### src/rtl/adder_operand_recover.sv
// Recovers operand B = S - A from an adder result S and known operand A,
// using a SLICE-bit ripple-borrow subtractor iterated over WIDTH/SLICE cycles.
module adder_operand_recover #(
    parameter int WIDTH = 12,
    parameter int SLICE = 4
) (
    input  logic             clk,
    input  logic             rst_n,
    input  logic             in_valid,
    output logic             in_ready,
    input  logic [WIDTH:0]   sum_in,
    input  logic [WIDTH-1:0] a_in,
    output logic             out_valid,
    input  logic             out_ready,
    output logic [WIDTH-1:0] b_out,
    output logic             err
);

    localparam int NSLICE = WIDTH / SLICE;
    localparam int CNT_W  = (NSLICE > 1) ? $clog2(NSLICE) : 1;

    typedef enum logic [1:0] {
        IDLE,
        SUB,
        DONE
    } state_t;

    state_t           state_q, state_d;
    logic [WIDTH:0]   s_q, s_d;
    logic [WIDTH-1:0] a_q, a_d;
    logic [WIDTH-1:0] diff_q, diff_d;
    logic [CNT_W-1:0] cnt_q, cnt_d;
    logic             borrow_q, borrow_d;
    logic             err_q, err_d;

    int unsigned      base;
    logic [SLICE-1:0] s_slice;
    logic [SLICE-1:0] a_slice;
    logic [SLICE:0]   slice_diff;
    logic             top_d;
    logic             top_bo;
    logic             last_slice;

    always_comb begin
        // NOTE: every combinational output gets a default first so no path leaves it unassigned (no latch).
        state_d    = state_q;
        s_d        = s_q;
        a_d        = a_q;
        diff_d     = diff_q;
        cnt_d      = cnt_q;
        borrow_d   = borrow_q;
        err_d      = err_q;

        base       = int'(cnt_q) * SLICE;
        s_slice    = s_q[base +: SLICE];
        a_slice    = a_q[base +: SLICE];
        slice_diff = {1'b0, s_slice} - {1'b0, a_slice} - {{SLICE{1'b0}}, borrow_q};
        last_slice = (cnt_q == CNT_W'(NSLICE - 1));

        // Carry bit of S minus the final borrow: any nonzero difference or borrow means S - A is out of range.
        top_d      = s_q[WIDTH] ^ slice_diff[SLICE];
        top_bo     = ~s_q[WIDTH] & slice_diff[SLICE];

        unique case (state_q)
            IDLE: begin
                if (in_valid) begin
                    s_d      = sum_in;
                    a_d      = a_in;
                    cnt_d    = '0;
                    borrow_d = 1'b0;
                    err_d    = 1'b0;
                    state_d  = SUB;
                end
            end
            SUB: begin
                diff_d[base +: SLICE] = slice_diff[SLICE-1:0];
                borrow_d              = slice_diff[SLICE];
                cnt_d                 = cnt_q + CNT_W'(1);
                if (last_slice) begin
                    err_d   = top_d | top_bo;
                    state_d = DONE;
                end
            end
            DONE: begin
                if (out_ready) begin
                    state_d = IDLE;
                end
            end
            default: state_d = IDLE;
        endcase
    end

    // NOTE: sequential state uses non-blocking assignments so all registers update together at the edge.
    always_ff @(posedge clk or negedge rst_n) begin
        if (!rst_n) begin
            state_q  <= IDLE;
            s_q      <= '0;
            a_q      <= '0;
            diff_q   <= '0;
            cnt_q    <= '0;
            borrow_q <= 1'b0;
            err_q    <= 1'b0;
        end else begin
            state_q  <= state_d;
            s_q      <= s_d;
            a_q      <= a_d;
            diff_q   <= diff_d;
            cnt_q    <= cnt_d;
            borrow_q <= borrow_d;
            err_q    <= err_d;
        end
    end

    assign in_ready  = (state_q == IDLE);
    assign out_valid = (state_q == DONE);
    assign b_out     = diff_q;
    assign err       = err_q;

endmodule

### config.mk
export PLATFORM = sky130hd
export DESIGN_NAME = adder_operand_recover
export DESIGN_NICKNAME = d
export VERILOG_FILES = /design/src/rtl/adder_operand_recover.sv
export SDC_FILE = /design/constraint.sdc
export NUM_CORES = 1
export LEC_CHECK = 0
export BUFFER_PORTS_ARGS = -buffer_cell sky130_fd_sc_hd__buf_2
export CELL_PAD_IN_SITES_DETAIL_PLACEMENT = 2
export CELL_PAD_IN_SITES_GLOBAL_PLACEMENT = 2
export CORE_UTILIZATION = 30
export DETAILED_ROUTE_END_ITERATION = 10
export HOLD_SLACK_MARGIN = 0.06
export PLACE_DENSITY_LB_ADDON = 0.1
export SLEW_MARGIN = 20
export SYNTH_ARGS = -nofsm -noshare
export SYNTH_HDL_FRONTEND = slang
export SYNTH_SLANG_ARGS = --single-unit
### constraint.sdc
create_clock -name clk -period 2.5 [get_ports clk]
set_input_delay 0.5 -clock clk [delete_from_list [all_inputs] [get_ports clk]]
set_output_delay 0.5 -clock clk [all_outputs]
set_load 0.005 [all_outputs]
# Yosys cells after proc, flatten, opt, wreduce, memory -nomap -nowiden
# Index checks and enable logic that the tools add are counted.
word_totals:
  inputBits: 29
  regBits: 43
  elab_cells: 42
op_classes:
  addsub: 4
  eq_ne: 6
  n_reduce_logical: 6
  muxes: 11
  n_bitwise: 4
  shifts: 4
ops:
  columns: ["operator", "n"]
  rows:
  - ["$neg 4->34", 1]
  - ["$shift 4x34->12 const A", 1]
  - ["$shiftx 4x34->12", 1]
  - ["$shiftx 13x5->4", 1]
  - ["$bwmux 12", 1]
  - ["$shiftx 12x5->4", 1]
  - ["$mux 2", 4]
  - ["$pmux 2 s3", 1]
  - ["$reduce_and 3->1", 2]
  - ["$sub 4x4->5", 1]
  - ["$sub 5x1->5", 1]
  - ["$eq 2x2->1 const B", 2]
  - ["$ne 2x2->1 const B", 2]
  - ["$pmux 1 s2", 2]
  - ["$pmux 2 s2", 1]
  - ["$reduce_and 2->1", 2]
  - ["$add 2x1->2 const B", 1]
  - ["$eq 2x1->1 const B", 1]
  - ["$logic_not 2->1", 1]
  - ["$mux 1", 2]
  - ["$ne 2x1->1 const B", 1]
  - ["$reduce_bool 2->1", 1]
  - ["$and 1x1->1", 1]
  - ["$not 1->1", 1]
  - ["2 further kinds", 2]

# Logic depth before layout (Yosys ltp)
depth:
  ltp_word: 7
  depth_mapped: 11

# Worst setup path before layout
# OpenSTA, ideal clock, no wires.
synth_timing:
  path_type: "flip-flop to flip-flop"
  startpoint: "register cnt_q[0]"
  endpoint: "register err_q, in the netlist err"
  path_stages_with_launch: 11
  t_required_ns: 2.417
  path_slack_ns: 0.033
  arrival_ns: 2.385
  path_buffers: 1
  cell_sequence: "dfrtp_1 -> buf_2 -> mux4_2 -> inv_1 -> fa_1 -> inv_1 -> fa_1 -> nand2b_1 -> a21oi_1 -> xnor3_1 -> o21ai_0"
synth_between:
  elab_chain_len: 7
synth_rtl:
  columns: ["element", "line_no", "text"]
  rows:
  - ["start: declaration", "32", "logic [CNT_W-1:0] cnt_q, cnt_d;"]
  - ["start signal: assignment", "108", "cnt_q <= cnt_d;"]
  - ["$shiftx 13x5->4 or $shiftx 12x5->4 (tied branches)", "55, 56", null]
  - ["$sub 4x4->5", "57", "slice_diff = {1'b0, s_slice} - {1'b0, a_slice} - {{SLICE{1'b0}}, borrow_q};"]
  - ["$sub 5x1->5", "57", null]
  - ["$xor 1x1->1 or $and 1x1->1 (tied branches)", "61, 62", null]
  - ["$or 1x1->1", "80", "err_d = top_d | top_bo;"]
  - ["$mux 1", "79", "if (last_slice) begin"]
  - ["$pmux 1 s2", "64", "unique case (state_q)"]
  - ["end signal: assignment", "110", "err_q <= err_d;"]
  - ["end: declaration", "34", "logic err_q, err_d;"]
# Several ways; a longest one is shown, not always the timed one. The select of a mux whose other input is x is not followed.
# A chain may end at the register's enable or synchronous reset.

# Worst setup path in the final report
layout_timing:
  startpoint: "register cnt_q[0]"
  endpoint: "register borrow_q"
layout_between:
  elab_chain_len: 4
layout_rtl:
  columns: ["element", "line_no", "text"]
  rows:
  - ["$shiftx 13x5->4 or $shiftx 12x5->4 (tied branches)", "55, 56", null]
  - ["$sub 4x4->5 *", "57", null]
  - ["$sub 5x1->5 *", "57", null]
  - ["$pmux 1 s2 *", "64", null]
  - ["end signal: assignment", "109", "borrow_q <= borrow_d;"]
  - ["end: declaration", "33", "logic borrow_q, borrow_d;"]
# Mark *: on every way between the ends. The rest lies on a longest branch, timed or not.

==> metrics <==
Max Clk Rate=0.4181 GHz; Die ar.=7380 um^2; router iterations before antenna repair=4; CP startpoint=cnt_q[0]; Placed Instance Area=2506 um^2; hold_buf cts=0; Int Pwr=2.339 mW; total clock sinks=43; top cells by area, synth=dfrtp_1, nand2_1, ha_1, mux2i_1, a22o_1; final setup skew=0.003738 ns; CP required=2.68 ns; clock power share=11.1%; Slew Limit Fails=0; relative slew slack=70.27%; vias in the first global route=1810; CTS root buf=clkbuf_8; sw frac=42.40%; first-pass GRT wire length=8.852 mm; Detail Placement HPWL=4.186 mm; Synth Flop Type=dfrtp_1; DRC viols=0; Hold Slack=0.1038 ns; largest area contributor in the synthesized netlist=dfrtp_1; Final Wtd Congestion=0.7424; setup TNS=0 ns; Reg-to-Reg End=borrow_q; utilization after layout=38.58%; CP Max Fanout=3; Finished Layout Cells=378; Seq/Total Area, Yosys=50.95%; total power=4.062 mW; Die X=85.91 um; core area=6794 um^2; HP Class=input port to async pin; P_sw=1.722 mW; max capacitance violation total=0; CP Launch Type=flop; Starting Density=31.09%; most common cell in the netlist=nand2_1; initial antenna violation count=0; post-synthesis cell count=225; post-route antenna net violation count=0; Seq pwr share=29.5%; Worst R2R Start=cnt_q[0]; Synth cell types=35; area grow syn2layout=24.11%; port bufs=43; # rows=30; Mapped Area=2112 um^2; Leak=1.383 nW; most instantiated cells after synthesis=nand2_1, dfrtp_1, o21ai_0; Finished Cell Area=2621 um^2; Net Count, Synth=265; synthesized flop and latch total=43; ANT cells=0; largest net degree at the start of global routing=23; Clk Latency, worst-skew pair=0.30 ns; Tmin final=2.392 ns; reg2reg setup slack=0.11 ns; Longest Clk Path Bufs=2; Power Dens Cells=1549 nW/um^2; share of layout cells above drive strength 1=27.30%; wire per inst=14.02 um; Avg Inst Size Synth=9.387 um^2; CTS H-tree depth=2; detailed-route wire length=5.298 mm; period utilization=95.68%; Remaining Overflow, GRT=0; Comb pwr share=59.4%; final setup margin=0.1079 ns; outcome=completed; final setup vio count=0; Vias=1739; worst-case reg-to-reg path depth=10; Die Height=85.91 um; DP Worst Slack=0.05952 ns; CTS Buf Count=5; # IOs=44; Post-synth EDFFs=0; area fraction of the dominant cell type after synthesis=50.95%; GRT Util Overall=15.77%; worst path arrival time=2.57 ns; Nets=322; nature of the critical path endpoint=flop; share of flip-flops with an asynchronous set or reset=100.0%; Vias/cell=4.601; critical path type=flop to flop; placed cells=369; VDD IR max=0.5300 mV; YS warnings=0; clk slew on worst S/H paths=0.08 ns; Iter 0 DRT Violations=65; Final Hold Vio Count=0; Worst Max-Slew Pin Slew=0.4459 ns; CTS tree=done
## how the worst max path moves through the flow
stage | end | slack, ns | cells past startpoint
CTS | err | 0.03 | 9
global route | err | -0.05 | 9
global placement | err | 0.10 | 9
finish | borrow_q | 0.11 | 10
floorplan | err | 0.03 | 10
detailed placement | err | 0.06 | 9
## final cells by class
cell class / instances / area [um^2]
Multi-Input combinational cell: 164 / 964.7
Clock buffer: 6 / 82.58
Inverter: 8 / 30.03
Clock inverter: 1 / 5.005
Fill cell: 789 / 4173
Tap cell: 96 / 120.1
Sequential cell: 43 / 1076
Timing Repair Buffer: 60 / 342.8
## cell families (layout without fill, tap and decap cells)
group                      after synthesis  count (layout)  share of synthesized area (%)
buffers and inverters                   18              75                          3.969
AOI/OAI and AO/OA                       27              27                          7.998
muxes                                    8               8                          4.384
DFF                                     43              43                          50.95
xor gates and xnor gates                 4               4                          2.311
adders and majority gates               11              11                          7.228
and+or+nand+nor                        114             114                          23.16
## flip-flops by register name (all words and copies together), names as in the netlist
name	flops
s_q	13
a_q	12
b_out	12
cnt_q	2
state_q	2
borrow_q	1
err	1
## per-layer routing
metal | track usage (%) | part of all wire [%] | wire length (um)
met1 | 19.67 | 45 | 2391
met4 | 5.455 | 1.4 | 73
met3 | 3.176 | 3.6 | 192
met2 | 27.13 | 50 | 2640
met5 | 0 | 0 | 0
## worst max-delay path: stages (launching register included)
cell and delay [ns]:
dfrtp_1 0.39, mux4_2 0.50, inv_1 0.09, fa_2 0.21
inv_2 0.05, fa_1 0.39, nand2b_1 0.17, a21oi_2 0.16
buf_4 0.13, xnor2_1 0.10, o21ai_0 0.09
## power by group through the flow
stage	Combinational, mW	Sequential (mW)	Clock (mW)
after CTS	2.32	1.21	0.470
after global placement	2.25	1.21	0
final	2.41	1.20	0.451
after floorplan	1.45	1.15	0
after detailed placement	2.31	1.22	0
after global routing	2.71	1.24	0.493
## layout by cell type (no fill, tap or decap), types with 3 or more instances in the layout
master,count
a21oi_1,3
a22o_1,6
buf_2,43
buf_4,17
clkbuf_8,6
dfrtp_1,43
ha_1,9
inv_1,7
mux2i_1,7
nand2_1,88
nand2b_1,4
nand3_1,4
nor2_1,6
o21ai_0,10
o21ai_1,3
## what timing repair did
item,in CTS,in global routing
resized for setup,0,4
setup buffers,0,2
setup endpoints to repair,0,4
Power figures use the tool's default switching activity.
